==> config.mk <==
export PLATFORM = sky130hd
export DESIGN_NAME = d8_fetch
export DESIGN_NICKNAME = d
export VERILOG_FILES = /design/src/rtl/d8_fetch.sv
export SDC_FILE = /design/constraint.sdc
export NUM_CORES = 1
export LEC_CHECK = 0
export ABC_AREA = 1
export ABC_CLOCK_PERIOD_IN_PS = 1500
export CORE_MARGIN = 5
export CORE_UTILIZATION = 45
export DETAILED_ROUTE_END_ITERATION = 8
export GPL_TIMING_DRIVEN = 0
export PLACE_DENSITY_LB_ADDON = 0.12
export SLEW_MARGIN = 30
export SYNTH_ARGS = -nofsm -noshare
export SYNTH_HDL_FRONTEND = slang
export SYNTH_SLANG_ARGS = --single-unit
==> constraint.sdc <==
create_clock -name sys_clk -period 1.5 [get_ports sys_clk]
set_input_delay 0.15 -clock sys_clk [delete_from_list [all_inputs] [get_ports sys_clk]]
set_output_delay 0.15 -clock sys_clk [all_outputs]
set_load 0.02 [all_outputs]
==> src/rtl/d8_fetch.sv <==
// d8_fetch -- single-outstanding instruction fetch stage.
//
// Issues one read at a time to an instruction memory, buffers at most one
// returned word for the decode stage, and handles redirects (jmp). A redirect
// never cancels a request the memory is already working on. The stage waits
// for that request's ack, drops the data, and then fetches from the target.
//
// Ports
//   sys_clk      in   clock; all state changes on the rising edge
//   sys_rst_n    in   asynchronous active-low reset
//   im_addr      out  [ADDR_W] instruction-memory word address (held per request)
//   im_req       out  read request, high in FETCH and FLUSH
//   im_ack       in   read completion; im_data is valid in the same cycle
//   im_data      in   [32] instruction word from memory
//   instr        out  [32] buffered instruction for decode
//   instr_pc     out  [ADDR_W] address instr was fetched from
//   instr_valid  out  instr/instr_pc hold an unconsumed instruction
//   instr_ready  in   decode accepts instr this cycle
//   jmp          in   one-cycle redirect strobe
//   jmp_addr     in   [ADDR_W] redirect target, sampled when jmp=1
module d8_fetch #(
  parameter int                ADDR_W   = 8,
  parameter logic [ADDR_W-1:0] RESET_PC = '0
) (
  input  logic              sys_clk,
  input  logic              sys_rst_n,
  output logic [ADDR_W-1:0] im_addr,
  output logic              im_req,
  input  logic              im_ack,
  input  logic [31:0]       im_data,
  output logic [31:0]       instr,
  output logic [ADDR_W-1:0] instr_pc,
  output logic              instr_valid,
  input  logic              instr_ready,
  input  logic              jmp,
  input  logic [ADDR_W-1:0] jmp_addr
);

  // FLUSH means a request is still in flight at the old address. Its data
  // is dropped on ack.
  typedef enum logic [1:0] {
    IDLE  = 2'd0,
    FETCH = 2'd1,
    FLUSH = 2'd2,
    HOLD  = 2'd3
  } state_t;

  localparam logic [ADDR_W-1:0] PC_ONE = {{(ADDR_W-1){1'b0}}, 1'b1};

  state_t            r_state;
  logic [ADDR_W-1:0] r_pc;
  logic [ADDR_W-1:0] r_im_addr;
  logic [31:0]       r_instr;
  logic [ADDR_W-1:0] r_instr_pc;
  logic              r_instr_valid;

  logic [ADDR_W-1:0] w_pc_inc;
  logic [ADDR_W-1:0] w_target;

  // Natural-width addition wraps all-ones back to zero.
  assign w_pc_inc = r_pc + PC_ONE;
  // The next fetch address is the jump target if one arrives this cycle,
  // otherwise the stored pc.
  assign w_target = jmp ? jmp_addr : r_pc;

  // NOTE: every register below uses non-blocking assignments. All state
  // updates then read the values from before the edge, whatever the order
  // of the statements.
  always_ff @(posedge sys_clk or negedge sys_rst_n) begin
    if (!sys_rst_n) begin
      r_state       <= IDLE;
      r_pc          <= RESET_PC;
      r_im_addr     <= RESET_PC;
      r_instr       <= '0;
      r_instr_pc    <= '0;
      r_instr_valid <= 1'b0;
    end else begin
      unique case (r_state)
        IDLE: begin
          r_pc      <= w_target;
          r_im_addr <= w_target;
          r_state   <= FETCH;
        end

        FETCH: begin
          if (im_ack && !jmp) begin
            r_instr       <= im_data;
            r_instr_pc    <= r_im_addr;
            r_instr_valid <= 1'b1;
            r_pc          <= w_pc_inc;
            r_state       <= HOLD;
          end else if (im_ack && jmp) begin
            // The returned word belongs to the abandoned path. A fresh
            // request to the target starts next cycle.
            r_pc      <= jmp_addr;
            r_im_addr <= jmp_addr;
          end else if (jmp) begin
            // The request in flight keeps its address until the ack arrives.
            r_pc    <= jmp_addr;
            r_state <= FLUSH;
          end
        end

        FLUSH: begin
          // If several jumps arrive before the ack, the most recent one is used.
          r_pc <= w_target;
          if (im_ack) begin
            r_im_addr <= w_target;
            r_state   <= FETCH;
          end
        end

        HOLD: begin
          if (jmp) begin
            r_instr_valid <= 1'b0;
            r_pc          <= jmp_addr;
            r_im_addr     <= jmp_addr;
            r_state       <= FETCH;
          end else if (instr_ready) begin
            r_instr_valid <= 1'b0;
            r_im_addr     <= r_pc;
            r_state       <= FETCH;
          end
        end

        default: r_state <= IDLE;
      endcase
    end
  end

  assign im_req      = (r_state == FETCH) || (r_state == FLUSH);
  assign im_addr     = r_im_addr;
  assign instr       = r_instr;
  assign instr_pc    = r_instr_pc;
  assign instr_valid = r_instr_valid;

endmodule

**After elaboration in Yosys (flattened, before gate mapping)**

Cells that the tools add are included.

- Word-level logic and storage cells: 49
- Output and inout port bits: 50
- Flip-flop bits (word level): 59

- Reduce and logical (&&, ||, !) cells: 11
- Multiplexer cells: 21
- Eq/ne operators: 10
- $add $sub $neg: 1

Operators by type and width:

| operator | number |
|---|---|
| $mux W8 | 8 |
| $pmux W8 S4 | 1 |
| $pmux W8 S2 | 1 |
| $mux W2 | 6 |
| $ne A3 B3 Y1 const B | 3 |
| $add A8 B1 Y8 const B | 1 |
| $ne A2 B2 Y1 const B | 4 |
| $pmux W2 S4 | 1 |
| $reduce_and A4 Y1 | 2 |
| $eq A2 B2 Y1 const B | 2 |
| $mux W1 | 3 |
| $reduce_and A3 Y1 | 1 |
| $reduce_or A3 Y1 | 1 |
| $eq A2 B1 Y1 const B | 1 |
| $logic_and A1 B1 Y1 | 2 |
| $logic_not A2 Y1 | 1 |
| $pmux W1 S2 | 1 |
| $reduce_and A2 Y1 | 1 |
| $reduce_bool A2 Y1 | 1 |
| $logic_not A1 Y1 | 1 |
| $logic_or A1 B1 Y1 | 1 |

**Depth between registers and ports, before layout**

- Depth in word-level cells: 4
- Depth in mapped cells: 8
- Depth with buffers taken out: 7

**Worst setup path before layout**

Ideal clock, no wire load.

- Path kind: register to register
- Start point: register r_state[1]
- End point: register r_instr[0] (netlist: instr[0])
- Stages on the path, launching flop included: 9
- Arrival: 1.178 ns
- Slack: 0.205 ns
- Clock period less this slack: 1.295 ns
- Required time: 1.383 ns
- Cells stage by stage: dfrtp_1 inv_1 ha_1 inv_2 nor2_4 inv_2 buf_4 nand2_1 nand2_1

- Longest elaborated chain between the ends: 2

Ends and longest elaborated chain:

| what | RTL line | text |
|---|---|---|
| start, declared | 50 | `state_t r_state;` |
| start signal, assigned | 71 | `r_state <= IDLE;` |
| start signal, assigned | 82 | `r_state <= FETCH;` |
| start signal, assigned | 91 | `r_state <= HOLD;` |
| $eq A2 B1 Y1 | 78 | `unique case (r_state)` |
| $reduce_and A2 Y1 (no line) | n/a |  |
| end signal, assigned | 87 | `r_instr <= im_data;` |
| end, declared | 53 | `logic [31:0] r_instr;` |

Every way passes these cells.
A chain may end at the register's enable or synchronous reset.

**Worst setup path after layout**

- Start point: register r_state[1]
- End point: output port im_req

- Longest elaborated chain between the ends: 2
- Elaborated cells between the ends (all ways): 3
- Classes of those cells: eq/ne: 2; reduce/logical: 1

Ends and longest elaborated chain:

| what | RTL line | text |
|---|---|---|
| $eq A2 B1 Y1 / $eq A2 B2 Y1 (equally long branches) | 131 | `assign im_req = (r_state == FETCH) \|\| (r_state == FLUSH);` |
| $logic_or A1 B1 Y1 * | 131 |  |
| end, declared | 28 | `output logic im_req,` |

Every way passes the cells marked *; elsewhere a longest branch is shown, timed or not.

==> flow_summary.yaml <==
outcome:
  outcome: "finished, final reports clean"
synthesis:
  ys.flop_type: "dfrtp_1"
  synth.top_cell.area_share_pct: 54.9
  synth_most_common_cell: "nand2_1"
  syn-cell-area_um2: 2690
  synth_edf_count: 0
  yosysWarnings: 0
  syn_inst: 344
  ys_ff_latch: 59
  synth_commonest_cells: "nand2_1 (216), dfrtp_1 (59), inv_1 (13), nand3_1 (8), nor2_1 (7)"
  synth_area_per_cell_um2: 7.82
  yosys.cell_types.count: 21
  syn_nets: 394
  yosys.area.top_type: "dfrtp_1"
  synth_async_sr_flop_share_pct: 100
  seq_area_frac_synth_pct: 54.9
  synth_area_leaders: "dfrtp_1 (55%), nand2_1 (30%), ha_1 (2.3%), inv_1 (1.8%), nand3_1 (1.5%)"
worst_setup_path:
  cp-start-kind: "flip-flop"
  cpPeakStageDelay_ps: 400
  worstPathArrival_ps: 1300
  path_class: "flip-flop to output pin"
  critPathMaxFanout: 2
  crit_required_ps: 1350
  cp-end-kind: "output pin"
  cp_slowest_cell: "dfrtp_1"
  cp_cell_sequence: "buf_4 > ha_1 > inv_2 > buf_6"
timing:
  finalSetupTns_ps: 0
  worst_slew_pin_slew_ps: 338
  slew_headroom_pct: 77.4
  fin_crit_sh_pct: 96.6
  drv_slew: 0
  rsz0062_at_grt: "true"
  timing.fmax_mhz: 690
  setup_viol: 0
  hold_violations: 0
  min_period_ps: 1450
  fin_skew_ps: 9.62
floorplanning:
  fp-row-count: 28
  core_um2: 5850
  die_width_um: 87.3
  ios: 95
  die_h_um: 87.3
  start_util_pct: 46.0
  dieArea_um2: 7620
hold_path:
  hold_path_class: "primary input to asynchronous set/reset pin"
grt:
  overflow: 0
  grt_pass1_vias: 2436
  antenna_found_initial: 0
  grt_first_pass_wirelength_mm: 11.4
  grtUsageTotal_pct: 19.1
  grt_max_degree: 49
power_and_ir_drop:
  p_per_area_nw_per_um2: 2010
  ir_worst_vdd_v: 0.00106
  p_total_mw: 8.08
  p_leak_nw: 2.19
clock_network:
  clk_latency_ps: 330
  h-tree-depth: 3
  cts_buffer_depth: 2
  cts_tree: "yes"
  cts_sinks: 59
  root_buffer: "clkbuf_8"
  cts_buffers: 9
  path_clk_slew_ps: 60
place:
  dp.cells: 514
  dpl_cell_area_um2: 3750
  io_buffer_count: 94
  post-dp-hpwl_mm: 5.00
  gp_congestion: 0.883
route:
  vias_per_cell: 4.57
  ant_nets: 0
  via_count: 2442
  wl_per_cell_um: 12.8
  first_pass_iters: 5
  drc_errors: 0
  drtIter0Drc: 108
  wl_mm: 6.83
layout:
  areaGrowthSynthToFinish_pct: 49.3
  final_cell_area_um2: 4020
  layout-drive-gt1-share_pct: 9.80
  finalNetCount: 504
  fill_cells: 484
  fin_cells: 534
  n_antenna_cell: 0
job:
  drv_cap: 0
==> state kept, by name, summed over array words and instances (netlist names) <==
register	count
im_addr	8
instr_valid	1
instr	32
r_pc	8
instr_pc	8
r_state	2
==> metrics by stage <==
step / setup WS [ps] / hold slack (ps) / utilization (%)
final: 51.6 / 217 / 68.6
after global routing: -39.3 / 219 / 68.6
after CTS: 1.14 / 201 / 67.8
after detailed placement: -180 / 9.33 / 64.1
after global placement: -1610 / 453 / 63.7
after floorplan: 205 / -146 / -
==> worst max-delay path, delay by kind of cell (launching register included) <==
family / cells / cell delay (ps)
buffers and inverters: 3 / 300
DFF: 1 / 400
adders and majority gates: 1 / 270
==> repair_timing <==
item	in CTS	in global routing
endpoints found under the setup margin	42	56
gates resized for setup	8	16
pin swaps	1	1
endpoints found under the hold margin	59	0
hold buffers	1	0
buffers inserted	2	1
gates cloned	0	0
==> cell usage in the layout (no fill, tap or decap) <==
cell	Yosys	final
inv_1	13	11
inv_2	5	5
clkinv_2	0	3
o21ai_0	6	6
buf_4	5	9
dlygate4sd2_1	0	2
buf_6	1	2
ha_4	0	1
inv_4	0	2
clkbuf_2	0	1
nand2_1	216	216
nor2_4	1	1
buf_16	0	1
dfrtp_1	59	59
nor2_1	7	7
clkinvlp_4	0	1
nand3_2	1	1
bufinv_16	0	1
clkbuf_8	0	10
buf_2	4	4
xnor2_1	1	1
nand2_2	2	2
clkbuf_1	1	1
a21oi_1	2	2
and3_1	1	1
dlymetal6s2s_1	0	9
o21ai_1	4	4
nand3_4	1	1
dlygate4sd3_1	0	1
ha_1	5	4
clkdlybuf4s50_1	0	81
nand3b_1	1	1
nand3_1	8	8
==> power by group <==
| part | switching, mW | internal (mW) |
|---|---|---|
| logic | 2.21 | 1.77 |
| registers | 0.399 | 2.29 |
| clock network | 0.613 | 0.804 |
| total | 3.22 | 4.86 |
==> cell families (layout without fill, tap and decap cells) <==
family / after synthesis / after routing / synth area share (%)
adder cells (fa/ha/maj): 5 / 5 / 2.33
buffers and inverters: 29 / 144 / 5.21
XOR/XNOR: 1 / 1 / 0.326
AND/OR/NAND/NOR: 238 / 238 / 35.0
flip-flops: 59 / 59 / 54.9
AO/OA/AOI/OAI: 12 / 12 / 2.23
==> area by class of cell <==
class,instances,area [µm²],area share [%]
clock buffers,11,141,3.52
plain buffers,11,73.8,1.84
inverters,18,72.6,1.81
multi-input cells,256,1090,27.0
well taps,75,93.8,2.34
repair buffers,99,1020,25.4
clock inverters,5,52.6,1.31
flip-flops and latches,59,1480,36.8
==> layer usage <==
| metal | routed length [µm] | up-vias | GRT usage, % |
|---|---|---|---|
| li1 | - | 1261 | - |
| met3 | 433 | 12 | 3.50 |
| met4 | 129 | 0 | 7.81 |
| met2 | 3120 | 77 | 30.2 |
| met5 | 0 | - | 0 |
| met1 | 3150 | 1092 | 26.0 |
==> worst paths after layout <==
path | startpoint | end | slack, ps | depth (start not counted)
setup / recovery | r_state[1] | im_req | 50 | 4
hold / removal | sys_rst_n | instr[8] | 220 | 2
setup reg to reg | r_state[0] | im_addr[5] | 110 | 7
hold reg to reg | instr_pc[7] | instr_pc[7] | 460 | 2
max in group asynchronous | sys_rst_n | instr[20] | 810 | 3
min in group sys_clk | im_data[26] | instr[26] | 360 | 3
Power figures use the tool's default switching activity.
